**src/rtl/fsm_esteira_multiestacao_pkg.sv**
```systemverilog
// ============================================================================
// Module   : fsm_esteira_multiestacao_pkg
// Brief    : Shared state encodings and fault codes for the conveyor controller
// Revision : 1.0
// ============================================================================
`default_nettype none

package fsm_esteira_multiestacao_pkg;

  typedef enum logic [2:0] {
    ST_IDLE   = 3'd0,
    ST_MOVING = 3'd1,
    ST_PAUSED = 3'd2,
    ST_DONE   = 3'd3,
    ST_FAULT  = 3'd4
  } estado_t;

  localparam logic [1:0] FALHA_NENHUMA   = 2'd0;
  localparam logic [1:0] FALHA_INDICE    = 2'd1;
  localparam logic [1:0] FALHA_TIMEOUT   = 2'd2;
  localparam logic [1:0] FALHA_RESERVADA = 2'd3;

endpackage

`default_nettype wire

```
**src/rtl/fsm_esteira_multiestacao_if.sv**
```systemverilog
// ============================================================================
// Module   : fsm_esteira_multiestacao_if
// Brief    : Command/status/sensor bundle between fsm_mestre and the conveyor
// Revision : 1.0
// ============================================================================
`default_nettype none

interface fsm_esteira_multiestacao_if #(
  parameter int NUM_ESTACOES = 3,
  parameter int IDX_W        = 2
);
  logic                    cmd_mover;
  logic [IDX_W-1:0]        cmd_destino;
  logic                    cmd_abortar;
  logic                    cmd_limpar;
  logic [NUM_ESTACOES-1:0] sensores;
  logic                    alarme_rolha;
  logic                    motor_ativo;
  logic                    ocupado;
  logic                    tarefa_concluida;
  logic                    falha;
  logic [1:0]              codigo_falha;
  logic [IDX_W-1:0]        estacao_atual;

  modport master (
    output cmd_mover, cmd_destino, cmd_abortar, cmd_limpar, sensores, alarme_rolha,
    input  motor_ativo, ocupado, tarefa_concluida, falha, codigo_falha, estacao_atual
  );

  modport slave (
    input  cmd_mover, cmd_destino, cmd_abortar, cmd_limpar, sensores, alarme_rolha,
    output motor_ativo, ocupado, tarefa_concluida, falha, codigo_falha, estacao_atual
  );
endinterface

`default_nettype wire

```
**src/rtl/fsm_esteira_multiestacao_filtro_sensor_alvo.sv**
```systemverilog
// ============================================================================
// Module   : filtro_sensor_alvo
// Brief    : Selects the target station sensor and debounces it with a
//            saturating consecutive-high counter
// Revision : 1.0
// ============================================================================
`default_nettype none

module filtro_sensor_alvo
  import fsm_esteira_multiestacao_pkg::*;
#(
  parameter int NUM_ESTACOES  = 3,
  parameter int IDX_W         = 2,
  parameter int FILTRO_CICLOS = 4
) (
  input  logic                    clk,
  input  logic                    reset,
  input  logic                    limpar,
  input  logic [NUM_ESTACOES-1:0] sensor,
  input  logic [IDX_W-1:0]        dest,
  output logic                    aceito
);

  localparam int FW = $clog2(FILTRO_CICLOS + 1);
  localparam logic [FW-1:0] c_alvo = FW'(FILTRO_CICLOS);

  logic [FW-1:0] cnt_q, cnt_d;
  logic          w_bit;

  always_comb begin
    // Out-of-range indices never reach MOVING, but keep the mux well defined.
    w_bit = (int'(dest) < NUM_ESTACOES) ? sensor[dest] : 1'b0;
    if (limpar || !w_bit) begin
      cnt_d = '0;
    end else if (cnt_q == c_alvo) begin
      cnt_d = cnt_q;
    end else begin
      cnt_d = cnt_q + FW'(1);
    end
  end

  always_ff @(posedge clk or negedge reset) begin
    if (!reset) begin
      cnt_q <= '0;
    end else begin
      cnt_q <= cnt_d;
    end
  end

  assign aceito = (cnt_q == c_alvo);

endmodule

`default_nettype wire

```
**src/rtl/fsm_esteira_multiestacao.sv**
```systemverilog
// ============================================================================
// Module   : fsm_esteira_multiestacao
// Brief    : Multi-station conveyor controller with arrival filter, watchdog,
//            cork-alarm pause, abort and latched fault code
// Revision : 1.0
// ============================================================================
`default_nettype none

module fsm_esteira_multiestacao
  import fsm_esteira_multiestacao_pkg::*;
#(
  parameter int NUM_ESTACOES   = 3,
  parameter int IDX_W          = 2,
  parameter int FILTRO_CICLOS  = 4,
  parameter int TIMEOUT_CICLOS = 1000
) (
  input  logic                        clk,
  input  logic                        reset,
  fsm_esteira_multiestacao_if.slave   bus
);

  localparam int TW = $clog2(TIMEOUT_CICLOS + 1);
  localparam logic [TW-1:0] c_wd_max    = TW'(TIMEOUT_CICLOS);
  localparam logic [TW-1:0] c_wd_ultimo = TW'(TIMEOUT_CICLOS - 1);

  estado_t          estado_q, estado_d;
  logic [IDX_W-1:0] dest_q, dest_d;
  logic [TW-1:0]    wd_q, wd_d;
  logic             motor_q, motor_d;
  logic             ocupado_q, ocupado_d;
  logic             concl_q, concl_d;
  logic             falha_q, falha_d;
  logic [1:0]       codigo_q, codigo_d;
  logic [IDX_W-1:0] estacao_q, estacao_d;
  logic             w_aceito, w_limpar_filtro, w_timeout;

  filtro_sensor_alvo #(
    .NUM_ESTACOES  (NUM_ESTACOES),
    .IDX_W         (IDX_W),
    .FILTRO_CICLOS (FILTRO_CICLOS)
  ) u_filtro (
    .clk    (clk),
    .reset  (reset),
    .limpar (w_limpar_filtro),
    .sensor (bus.sensores),
    .dest   (dest_q),
    .aceito (w_aceito)
  );

  always_ff @(posedge clk or negedge reset) begin
    if (!reset) begin
      estado_q  <= ST_IDLE;
      dest_q    <= '0;
      wd_q      <= '0;
      motor_q   <= 1'b0;
      ocupado_q <= 1'b0;
      concl_q   <= 1'b0;
      falha_q   <= 1'b0;
      codigo_q  <= FALHA_NENHUMA;
      estacao_q <= '0;
    end else begin
      estado_q  <= estado_d;
      dest_q    <= dest_d;
      wd_q      <= wd_d;
      motor_q   <= motor_d;
      ocupado_q <= ocupado_d;
      concl_q   <= concl_d;
      falha_q   <= falha_d;
      codigo_q  <= codigo_d;
      estacao_q <= estacao_d;
    end
  end

  // Watchdog fires on the last permitted MOVING cycle, so MOVING lasts exactly TIMEOUT_CICLOS.
  always_comb begin
    estado_d  = estado_q;
    dest_d    = dest_q;
    w_timeout = (wd_q == c_wd_ultimo);
    case (estado_q)
      ST_IDLE: begin
        if (bus.cmd_mover) begin
          dest_d   = bus.cmd_destino;
          estado_d = (int'(bus.cmd_destino) >= NUM_ESTACOES) ? ST_FAULT : ST_MOVING;
        end
      end
      ST_MOVING: begin
        if (bus.cmd_abortar)       estado_d = ST_IDLE;
        else if (w_aceito)         estado_d = ST_DONE;
        else if (w_timeout)        estado_d = ST_FAULT;
        else if (bus.alarme_rolha) estado_d = ST_PAUSED;
      end
      ST_PAUSED: begin
        if (bus.cmd_abortar)        estado_d = ST_IDLE;
        else if (!bus.alarme_rolha) estado_d = ST_MOVING;
      end
      ST_DONE:  estado_d = ST_IDLE;
      ST_FAULT: if (bus.cmd_limpar) estado_d = ST_IDLE;
      default:  estado_d = ST_IDLE;
    endcase

    case (estado_q)
      ST_MOVING: wd_d = (wd_q == c_wd_max) ? wd_q : wd_q + TW'(1);
      ST_PAUSED: wd_d = wd_q;
      default:   wd_d = '0;
    endcase

    // Count only cycles spent in MOVING that stay in MOVING; the command cycle is excluded.
    w_limpar_filtro = (estado_q != ST_MOVING) || (estado_d != ST_MOVING);
  end

  always_comb begin
    motor_d   = (estado_d == ST_MOVING);
    ocupado_d = (estado_d == ST_MOVING) || (estado_d == ST_PAUSED);
    concl_d   = (estado_d == ST_DONE);
    falha_d   = (estado_d == ST_FAULT);
    estacao_d = (estado_d == ST_DONE) ? dest_q : estacao_q;
    codigo_d  = codigo_q;
    if ((estado_q != ST_FAULT) && (estado_d == ST_FAULT)) begin
      codigo_d = (estado_q == ST_IDLE) ? FALHA_INDICE : FALHA_TIMEOUT;
    end else if ((estado_q == ST_FAULT) && (estado_d == ST_IDLE)) begin
      codigo_d = FALHA_NENHUMA;
    end
  end

  assign bus.motor_ativo      = motor_q;
  assign bus.ocupado          = ocupado_q;
  assign bus.tarefa_concluida = concl_q;
  assign bus.falha            = falha_q;
  assign bus.codigo_falha     = codigo_q;
  assign bus.estacao_atual    = estacao_q;

endmodule

`default_nettype wire

```
**src/flat_wrapper.sv**
```systemverilog
// flat-port wrapper written by rule: the top's interface ports become plain ports
module fsm_esteira_multiestacao_flat import fsm_esteira_multiestacao_pkg::*;
#(
  parameter int NUM_ESTACOES   = 3,
  parameter int IDX_W          = 2,
  parameter int FILTRO_CICLOS  = 4,
  parameter int TIMEOUT_CICLOS = 1000
)
  (clk, reset, bus_cmd_mover, bus_cmd_destino, bus_cmd_abortar, bus_cmd_limpar, bus_sensores, bus_alarme_rolha, bus_motor_ativo, bus_ocupado, bus_tarefa_concluida, bus_falha, bus_codigo_falha, bus_estacao_atual);
  fsm_esteira_multiestacao_if #(.NUM_ESTACOES(NUM_ESTACOES), .IDX_W(IDX_W)) bus_i ();
  input  logic clk;
  input  logic reset;
  input wire logic [$bits(bus_i.cmd_mover)-1:0] bus_cmd_mover;
  input wire logic [$bits(bus_i.cmd_destino)-1:0] bus_cmd_destino;
  input wire logic [$bits(bus_i.cmd_abortar)-1:0] bus_cmd_abortar;
  input wire logic [$bits(bus_i.cmd_limpar)-1:0] bus_cmd_limpar;
  input wire logic [$bits(bus_i.sensores)-1:0] bus_sensores;
  input wire logic [$bits(bus_i.alarme_rolha)-1:0] bus_alarme_rolha;
  output wire logic [$bits(bus_i.motor_ativo)-1:0] bus_motor_ativo;
  output wire logic [$bits(bus_i.ocupado)-1:0] bus_ocupado;
  output wire logic [$bits(bus_i.tarefa_concluida)-1:0] bus_tarefa_concluida;
  output wire logic [$bits(bus_i.falha)-1:0] bus_falha;
  output wire logic [$bits(bus_i.codigo_falha)-1:0] bus_codigo_falha;
  output wire logic [$bits(bus_i.estacao_atual)-1:0] bus_estacao_atual;
  assign bus_i.cmd_mover = bus_cmd_mover;
  assign bus_i.cmd_destino = bus_cmd_destino;
  assign bus_i.cmd_abortar = bus_cmd_abortar;
  assign bus_i.cmd_limpar = bus_cmd_limpar;
  assign bus_i.sensores = bus_sensores;
  assign bus_i.alarme_rolha = bus_alarme_rolha;
  assign bus_motor_ativo = bus_i.motor_ativo;
  assign bus_ocupado = bus_i.ocupado;
  assign bus_tarefa_concluida = bus_i.tarefa_concluida;
  assign bus_falha = bus_i.falha;
  assign bus_codigo_falha = bus_i.codigo_falha;
  assign bus_estacao_atual = bus_i.estacao_atual;
  fsm_esteira_multiestacao #(.NUM_ESTACOES(NUM_ESTACOES), .IDX_W(IDX_W), .FILTRO_CICLOS(FILTRO_CICLOS), .TIMEOUT_CICLOS(TIMEOUT_CICLOS)) u_core (.clk(clk), .reset(reset), .bus(bus_i));
endmodule
```
**config.mk**
```make
export PLATFORM = sky130hd
export DESIGN_NAME = fsm_esteira_multiestacao_flat
export DESIGN_NICKNAME = d
export VERILOG_FILES = /design/src/rtl/fsm_esteira_multiestacao_pkg.sv /design/src/rtl/fsm_esteira_multiestacao_if.sv /design/src/rtl/fsm_esteira_multiestacao_filtro_sensor_alvo.sv /design/src/rtl/fsm_esteira_multiestacao.sv /design/src/flat_wrapper.sv
export SDC_FILE = /design/constraint.sdc
export NUM_CORES = 1
export LEC_CHECK = 0
export ABC_AREA = 1
export CAP_MARGIN = 20
export CORE_ASPECT_RATIO = 0.8
export CORE_UTILIZATION = 29
export DETAILED_ROUTE_END_ITERATION = 8
export SYNTH_ARGS = -nofsm -noshare
export SYNTH_HDL_FRONTEND = slang
export SYNTH_HIERARCHICAL = 1
export SYNTH_SLANG_ARGS = --single-unit
```
**constraint.sdc**
```tcl
create_clock -name clk -period 2.2 [get_ports clk]
set_input_delay 0.66 -clock clk [delete_from_list [all_inputs] [get_ports clk]]
set_output_delay 0.66 -clock clk [all_outputs]
set_load 0.005 [all_outputs]
```
Word level (Yosys, flattened, before mapping)

Index checks and enable logic that the tools add are counted.

Mux-type cells: 20
Equality and inequality tests: 15
Bitwise gates (word level): 1
Reduce and logical (&&, ||, !) cells: 11
Add/sub/neg operators: 2
Magnitude comparators: 3

Operators with widths:

| cell                                                                     | number |
|---|---|
| 3-bit two-way mux                                                        | 11 |
| 10-bit equality test (second input constant)                             | 2 |
| 10-bit one-hot mux with 2 select lines                                   | 1 |
| 3-bit one-hot mux with 4 select lines                                    | 1 |
| 10-bit by 1-bit adder with 10-bit output (second input constant)         | 1 |
| 10-bit two-way mux                                                       | 1 |
| 3-bit by 2-bit equality test with 1-bit output (second input constant)   | 3 |
| 3-bit equality test (second input constant)                              | 3 |
| 3-bit by 1-bit equality test with 1-bit output (second input constant)   | 2 |
| 3-bit zero test                                                          | 2 |
| 2-bit two-way mux                                                        | 3 |
| 3-bit by 1-bit inequality test with 1-bit output (second input constant) | 2 |
| 2-bit AND reduction                                                      | 2 |
| 3-bit by 1-bit adder with 3-bit output (second input constant)           | 1 |
| 1-bit logical OR                                                         | 3 |
| 2-bit by 3-bit < comparator with 1-bit output (second input constant)    | 1 |
| 3-bit inequality test (second input constant)                            | 1 |
| 1-bit binary-select mux with 2-bit select                                | 1 |
| 2-bit greater-or-equal comparator (second input constant)                | 1 |
| 1-bit logical AND                                                        | 2 |
| 2-bit < comparator (second input constant)                               | 1 |
| 1-bit two-way mux                                                        | 2 |
| 2-bit by 1-bit inequality test with 1-bit output (second input constant) | 1 |
| 2-bit inequality test (second input constant)                            | 1 |
| 3 further kinds                                                          | 3 |

Output and inout bits: 8
Bits of input ports: 11
Register bits after elaboration: 26

Depth between registers and ports, before layout

Gate-level depths: netlist of the first run.

Word-level depth: 9
Depth in mapped cells: 13
Depth with buffers taken out: 13

Modules after synthesis

Netlist of the first run, hierarchy kept.

Modules (own cells, without submodules):

| module                   | area an instance (µm²) | instances | cells each |
|---|---|---|---|
| fsm_esteira_multiestacao | 1,303.8                | 1         | 157 |
| filtro_sensor_alvo       | 206.4                  | 1         | 30 |

Least setup slack after synthesis of the first run

Ideal clock, no wire load.

Path type: in2reg
From: in bus_alarme_rolha
To: reg u_core.u_filtro.cnt_q[0]
Buffers on the path: 0
Required time: 2,128 ps
Setup time: 72 ps
Stages on the path: 10
Data arrival time: 1,551 ps
Slack: 577 ps
Path through: or2_2 nand2_1 nand2_1 nand2_2 nand2_4 a21oi_2 nand2_1 inv_1 nand3_1 nor2_1

Cells in the longest elaborated chain, start to end: 9
Elaborated cells on any way between the ends: 12
Classes of those cells: eq/ne: 2; mux: 8; reduce/logical: 2

RTL lines:

| item                                                                                            | line                                              | text |
|---|---|---|
| from (decl)                                                                                     | flat_wrapper.sv:18                                | `input wire logic [$bits(bus_i.alarme_rolha)-1:0] bus_alarme_rolha;` |
| 3-bit two-way mux                                                                               | fsm_esteira_multiestacao.sv:90                    | `else if (bus.alarme_rolha) estado_d = ST_PAUSED;` |
| 3-bit two-way mux                                                                               | fsm_esteira_multiestacao.sv:89                    | `else if (w_timeout) estado_d = ST_FAULT;` |
| 3-bit two-way mux                                                                               | fsm_esteira_multiestacao.sv:88                    | `else if (w_aceito) estado_d = ST_DONE;` |
| 3-bit two-way mux                                                                               | fsm_esteira_multiestacao.sv:87                    | `if (bus.cmd_abortar) estado_d = ST_IDLE;` |
| 3-bit one-hot mux with 4 select lines *                                                         | fsm_esteira_multiestacao.sv:79                    | `case (estado_q)` |
| via u_core.estado_d[1]                                                                          | fsm_esteira_multiestacao.sv:26                    | `estado_t estado_q, estado_d;` |
| 3-bit by 1-bit inequality test with 1-bit output *                                              | fsm_esteira_multiestacao.sv:108                   | `w_limpar_filtro = (estado_q != ST_MOVING) \|\| (estado_d != ST_MOVING);` |
| 1-bit logical OR *                                                                              | fsm_esteira_multiestacao.sv:108                   |  |
| via u_core.w_limpar_filtro                                                                      | fsm_esteira_multiestacao.sv:35                    | `logic w_aceito, w_limpar_filtro, w_timeout;` |
| 1-bit logical OR *                                                                              | fsm_esteira_multiestacao_filtro_sensor_alvo.sv:33 | `if (limpar \|\| !w_bit) begin` |
| 2-bit by 1-bit inequality test with 1-bit output (no line) or 3-bit two-way mux (tied branches) | --                                                |  |
| to (signal assigned)                                                                            | fsm_esteira_multiestacao_filtro_sensor_alvo.sv:46 | `cnt_q <= cnt_d;` |
| to (decl)                                                                                       | fsm_esteira_multiestacao_filtro_sensor_alvo.sv:27 | `logic [FW-1:0] cnt_q, cnt_d;` |

The timed path passes the listed nets; every way through them passes the cells marked *.
A chain may end at the register's enable or synchronous reset.

Final worst setup path of the first run

From: in bus_cmd_mover
To: reg u_core.u_filtro.cnt_q[2]

Cells in the longest elaborated chain, start to end: 6
Elaborated cells on any way between the ends: 7
Classes of those cells: eq/ne: 2; mux: 3; reduce/logical: 2

RTL lines:

| item                                                                                            | line                                              | text |
|---|---|---|
| from (decl)                                                                                     | flat_wrapper.sv:13                                | `input wire logic [$bits(bus_i.cmd_mover)-1:0] bus_cmd_mover;` |
| 3-bit two-way mux *                                                                             | fsm_esteira_multiestacao.sv:81                    | `if (bus.cmd_mover) begin` |
| 3-bit one-hot mux with 4 select lines *                                                         | fsm_esteira_multiestacao.sv:79                    |  |
| 3-bit by 1-bit inequality test with 1-bit output *                                              | fsm_esteira_multiestacao.sv:108                   |  |
| 1-bit logical OR *                                                                              | fsm_esteira_multiestacao.sv:108                   |  |
| via u_core.w_limpar_filtro                                                                      | fsm_esteira_multiestacao.sv:35                    |  |
| 1-bit logical OR *                                                                              | fsm_esteira_multiestacao_filtro_sensor_alvo.sv:33 |  |
| 2-bit by 1-bit inequality test with 1-bit output (no line) or 3-bit two-way mux (tied branches) | --                                                |  |

Marked as above.

==> flow_summary.toml, run 1 <==
[min_path]
min-delay-start = "u_core/bus.estacao_atual[1]"
hp-class = "flop to flop"
hold_path_depth = 2
hold_end = "u_core/bus.estacao_atual[1]"

[routing]
routed_wl_mm = 2.88
drc = 0
dr.first_iter.drc_count = 55
routedWlPerCell_um = 10.5
via_per_inst = 4.28
antenna_left = 0
vias = 1174
drt_pass1_iterations = 4

[layout]
layout_commonest_cell = "nand2_1"
diodes = 0
post-route-util_pct = 37.1
area_growth_pct = 23.0
final_cell_area_mm2 = 0.00186
final_cells = 274
mostFrequentLayoutCells = "43 x nand2_1, 26 x dfrtp_1, 21 x inv_1, 18 x clkdlybuf4s50_1, 18 x nor2_1"
drive_above_1_share_pct = 19.8
nets = 228

[timing]
worst_slew_margin_rel_pct = 77.5
fin_crit_ns = 1.85
worst_slack_ns = 0.348
finalMaxSlewViolations = 0
tightest_slew_ns = 0.337
clock.fmax_mhz = 540
setup_tns_ns = 0
rsz0062_at_grt = "false"
fin_crit_sh_pct = 84.2
setup_violations = 0
clock_skew_ns = 0.00663
hold_violations = 0
fin_hold_ws_ns = 0.493

[clock_network]
cts_tree = "built"
path_clk_slew_ns = 0.08
clock_latency_ns = 0.27
numClockSinks = 26
htreeDepth = 1
root_buffer = "clkbuf_8"
ctsHoldBuffers = 0
cts_buffers = 3
ctsResizeCount = 0
clk_path_buf_depth = 2
cts_setup_buffers = 0

[synthesis]
syn_inst = 187
avgSynthCellArea_um2 = 8.08
synth-seq-cells = 26
ys_seq_area_share_pct = 43.1
synth_nets = 202
yosysWarnings = 6
synth_area_mm2 = 0.00151
synth.distinct_cells = 27

[power]
pwr-share-clk_pct = 31.3
switching_share_pct = 27.5
ir_drop_uv = 308
pwr-share-seq_pct = 45.9
combinationalPowerShare_pct = 22.8
finalPower_mw = 1.26
power.switching_mw = 0.346
p_per_area_mw_per_mm2 = 678
p_leak_nw = 0.838
p_int_mw = 0.913

[global_route]
grt_max_degree = 27
grtUsageTotal_pct = 11.5
grt_pass1_wl_mm = 4.70
overflow = 0
grt_pass1_vias = 1002
antenna_found_initial = 0

[flow_run]
drv_cap = 0

[critical_path]
r2r_cells = 13
r2r_setup_slack_ns = 0.45
path_common_cell = "nand3_1"
path_delay_family = "buffers and inverters"
crit_chain = "clkdlybuf4s50_1 -> nand3_1 -> a21oi_1 -> nor2_2 -> a21oi_2 -> nand2_1 -> inv_1 -> nand3_1 -> nor2_1"
cp.required_ns = 2.41
crit_path_end_kind = "flop"
arrival_ns = 2.06
reg2reg_to = "u_core/u_filtro/cnt_q[2]"
r2r-start = "u_core/wd_q[0]"
crit_type = "input pin to flop"
critical_path.max_stage_delay_ns = 0.48
start_kind = "input pin"
cp_slowest_cell = "clkdlybuf4s50_1"
critPathMaxFanout = 4
crit_buf_inv = 2

[floorplan]
dieArea_mm2 = 0.00550
die_x_um = 82.7
fp-row-count = 23
core_area_mm2 = 0.00501
start_util_pct = 30.2
io_pins = 19
die_height_um = 66.5

[outcome]
outcome = "finished, final reports clean"

[placed_design]
placedCellCount = 270
dpl_cell_area_mm2 = 0.00179
dp_hpwl_mm = 2.22
port_buffers = 18
pre_cts_slack_ns = 0.0551
gp_congestion = 0.782
## worst max path at each step
stage	from	end	slack (ns)	depth (start not counted)
finish	bus_cmd_mover	u_core/u_filtro/cnt_q[2]	0.35	9
global placement	bus_alarme_rolha	u_core/u_filtro/cnt_q[0]	0.09	11
detailed placement	bus_alarme_rolha	u_core/u_filtro/cnt_q[1]	0.06	11
global route	bus_cmd_mover	u_core/u_filtro/cnt_q[0]	0.21	9
CTS	bus_alarme_rolha	u_core/u_filtro/cnt_q[1]	0.34	11
floorplan	bus_alarme_rolha	u_core/u_filtro/cnt_q[0]	0.58	10
## worst reg2reg max path: stages, from the launching register on
cell,delay [ns]
dfrtp_1,0.43
ha_1,0.23
nand2_2,0.09
nor2_1,0.12
nand3_2,0.11
nand2_1,0.07
nand2_1,0.05
nand2_2,0.07
nand2_4,0.05
a21oi_2,0.12
nand2_1,0.07
inv_1,0.05
nand3_1,0.11
nor2_1,0.10
## state kept, by name (all words and copies together), names as in the netlist
register,flops
u_core/bus.motor_ativo,1
u_core/bus.falha,1
u_core/bus.estacao_atual,2
u_core/u_filtro/cnt_q,3
u_core/bus.tarefa_concluida,1
u_core/bus.ocupado,1
u_core/dest_q,2
u_core/wd_q,10
u_core/bus.codigo_falha,2
u_core/estado_q,3
## layer usage
layer / share of wire, % / vias to the layer above / routed length (µm) / global-route usage, %
met5: 0 / - / 0 / 0
met4: 0.52 / 0 / 15 / 2.59
met3: 3.1 / 2 / 90 / 3.29
met2: 41 / 14 / 1190 / 15.5
met1: 55 / 516 / 1580 / 17.6
li1: - / 642 / - / -
## kinds of logic after synthesis
logic type                 share of synthesized area, %
DFF                                                43.1
adders and majority gates                          3.31
xor gates and xnor gates                           3.48
and+or+nand+nor                                    34.6
AOI/OAI and AO/OA                                  8.53
buffers and inverters                              6.96
## final cells by class
cell class,instances,area [µm²]
Fill cell,524,3150
Multi-Input combinational cell,135,754
Sequential cell,26,651
Timing Repair Buffer,22,210
Inverter,25,93.8
Tap cell,62,77.6
Clock buffer,3,41.3
Clock inverter,1,30.0
## synth_stat cells (all sizes together)
library cell  number  area [µm²]
nand4              2        12.5
o21bai             1        7.51
a21oi              4        23.8
xor2               6        52.6
nor2              24         110
or2                1        6.26
a21boi             1        11.3
nor3               6        35.0
nand3b             1        7.51
inv               25        93.8
nand2             55         251
nand3             18         100
buf                1        11.3
o22ai              1        12.5
dfrtp             26         651
o21ai             11        73.8
ha                 4        50.1
## power groups by stage
stage,clock (mW),sequential [mW],combinational [mW]
final,0.394,0.578,0.288
after global routing,0.433,0.588,0.330
after CTS,0.410,0.580,0.291
after detailed placement,0,0.589,0.289
after global placement,0,0.589,0.287
after floorplan,0,0.582,0.158
(Power assumes the default switching activity.)
==> run 2, diff against run 1 <==
clock period = 1.75 ns   (was 2.2 ns; I/O delays follow)
==> run 2 against run 1 <==
Effect of this change:
- sequential share of layout area is 1.7 points lower
- global-route usage is 0.69 points higher
- sequential power is 26% higher
- critical endpoint is now bus_estacao_atual[0]
- largest cell class unchanged
==> flow_summary.toml, run 2 (synthesis results as in run 1) <==
[critical_path]
crit_path_end_kind = "output pin"
cp_slowest_cell = "clkdlybuf4s50_1"
reg2reg_to = "u_core/wd_q[1]"
critical_path.max_stage_delay_ns = 0.50
r2r_setup_slack_ns = 0.13
arrival_ns = 1.14
start_kind = "flop"
crit_chain = "clkdlybuf4s50_1"
r2r_cells = 9
path_delay_family = "buffers and inverters"
crit_end = "bus_estacao_atual[0]"
crit_type = "flop to output pin"
crit_buf_inv = 1
crit_cells = 1
cp.required_ns = 1.22
r2r-start = "u_core/wd_q[0]"
startpoint = "u_core/bus.estacao_atual[0]"
critPathMaxFanout = 2

[timing]
fin_crit_ns = 1.67
fin_hold_ws_ns = 0.490
hold_violations = 0
finalMaxSlewViolations = 0
clock.fmax_mhz = 600
fin_crit_sh_pct = 95.3
clock_skew_ns = 0.00908
rsz0062_at_grt = "false"
worst_slack_ns = 0.0820
tightest_slew_ns = 0.342
setup_violations = 0
worst_slew_margin_rel_pct = 77.2

[placed_design]
dpl_cell_area_mm2 = 0.00185
gp_congestion = 0.796
pre_cts_slack_ns = -0.243
port_buffers = 18
dp_hpwl_mm = 2.29
placedCellCount = 279

[clock_network]
root_buffer = "clkbuf_8"
numClockSinks = 26
clk_path_buf_depth = 2
path_clk_slew_ns = 0.09
htreeDepth = 1
cts_buffers = 3
cts_setup_buffers = 0
cts_tree = "built"
clock_latency_ns = 0.28

[layout]
diodes = 0
largest_register_ffs = 10
area_growth_pct = 29.5
regMostFlops = "u_core/wd_q"
fillers = 538
layout_commonest_cell = "nand2_1"
final_cells = 283
final_cell_area_mm2 = 0.00196
drive_above_1_share_pct = 25.3
largestRegisters = "u_core/wd_q: 10 flops, u_core/estado_q: 3 flops, u_core/u_filtro/cnt_q: 3 flops"
mostFrequentLayoutCells = "43 x nand2_1, 26 x dfrtp_1, 21 x inv_1, 17 x clkdlybuf4s50_1, 16 x nor2_1"
nets = 237

[global_route]
overflow = 0
grt_pass1_wl_mm = 4.87
grtUsageTotal_pct = 12.2
grt_max_degree = 27
antenna_found_initial = 0
grt_pass1_vias = 1040

[routing]
drt_pass1_iterations = 4
dr.first_iter.drc_count = 40
antenna_left = 0
wl_met3_um = 62
via_per_inst = 4.22
drt-met1-wl_mm = 1.69
vias = 1195
highest_layer = "met4"
route.met2.wl_mm = 1.22
routed_wl_mm = 3.00
drc = 0
routedWlPerCell_um = 10.6

[floorplan]
io_pins = 19
dieArea_mm2 = 0.00550
core_area_mm2 = 0.00501
die_height_um = 66.5
die_x_um = 82.7
start_util_pct = 30.2
fp-row-count = 23

[outcome]
outcome = "finished, final reports clean"

[flow_run]
drv_cap = 0

[power]
finalPower_mw = 1.64
ir_drop_uv = 480
p_per_area_mw_per_mm2 = 838
p_leak_nw = 0.887

[min_path]
hp-class = "flop to flop"
## run 2: cell types whose count changed in the layout (fill, tap and decap cells not counted)
cell / before / now
ha_1: 4 / 3
nor3_2: 1 / 2
nor3_1: 5 / 4
nor2_2: 5 / 7
ha_4: 0 / 1
nand3_2: 2 / 3
buf_4: 4 / 13
clkdlybuf4s50_1: 18 / 17
nand3_1: 16 / 15
nor2_1: 18 / 16
dlymetal6s2s_1: 0 / 1
## run 2: cell type report
class	count	area (µm²)	share of cell area, %
clock buffers	3	41.3	2.11
multi-input cells	135	782	40.0
well taps	62	77.6	3.97
clock inverters	1	30.0	1.54
inverters	25	93.8	4.80
flip-flops and latches	26	651	33.3
repair buffers	31	280	14.3
## run 2: how the worst min path moves through the flow
stage               cells past startpoint                   startpoint  slack, ns                     endpoint
floorplan                               0                        reset       0.23   u_core/bus.codigo_falha[0]
global placement                        2  u_core/bus.estacao_atual[1]       0.46  u_core/bus.estacao_atual[1]
detailed placement                      2  u_core/bus.estacao_atual[1]       0.46  u_core/bus.estacao_atual[1]
CTS                                     2  u_core/bus.estacao_atual[1]       0.49  u_core/bus.estacao_atual[1]
global route                            2  u_core/bus.estacao_atual[1]       0.50  u_core/bus.estacao_atual[1]
finish                                  2  u_core/bus.estacao_atual[1]       0.49  u_core/bus.estacao_atual[1]
## run 2: stage by stage
| stage | utilization (%) | TNS (ns) |
|---|---|---|
| 3_5_place_dp | 37.0 | -1.42 |
| 3_3_place_gp | 37.0 | -1.26 |
| 5_1_grt | 39.1 | 0 |
| 4_1_cts | 38.5 | 0 |
| 2_1_floorplan | - | 0 |
| 6_report | 39.1 | 0 |
## run 2: timing repair
item | 4_1_cts | 5_1_grt
gates resized for setup | 0 | 7
hold buffers | 0 | 0
endpoints found under the setup margin | 0 | 4
## run 2: where the power goes
part	internal (mW)	total, mW	switching [mW]
clock	0.307	0.512	0.206
combinational	0.196	0.398	0.203
sequential	0.671	0.728	0.0570
total	1.17	1.64	0.465
## run 2: metal layers
layer | GRT usage (%) | up-vias
met5 | 0 | -
met4 | 3.88 | 0
met3 | 3.29 | 4
met2 | 17.3 | 10
met1 | 17.5 | 525
li1 | - | 656
## run 2: tightest hold or removal path, cell delays in order, from the launching register on
cell,delay (ns)
dfrtp_1,0.36
nand2_1,0.06
nand2_1,0.05
==> run 3, diff against run 2 <==
SLEW_MARGIN = 20   (was unset)
==> results of run 3 <==
No change in the layout: final DEF, timing and power equal those of run 2.
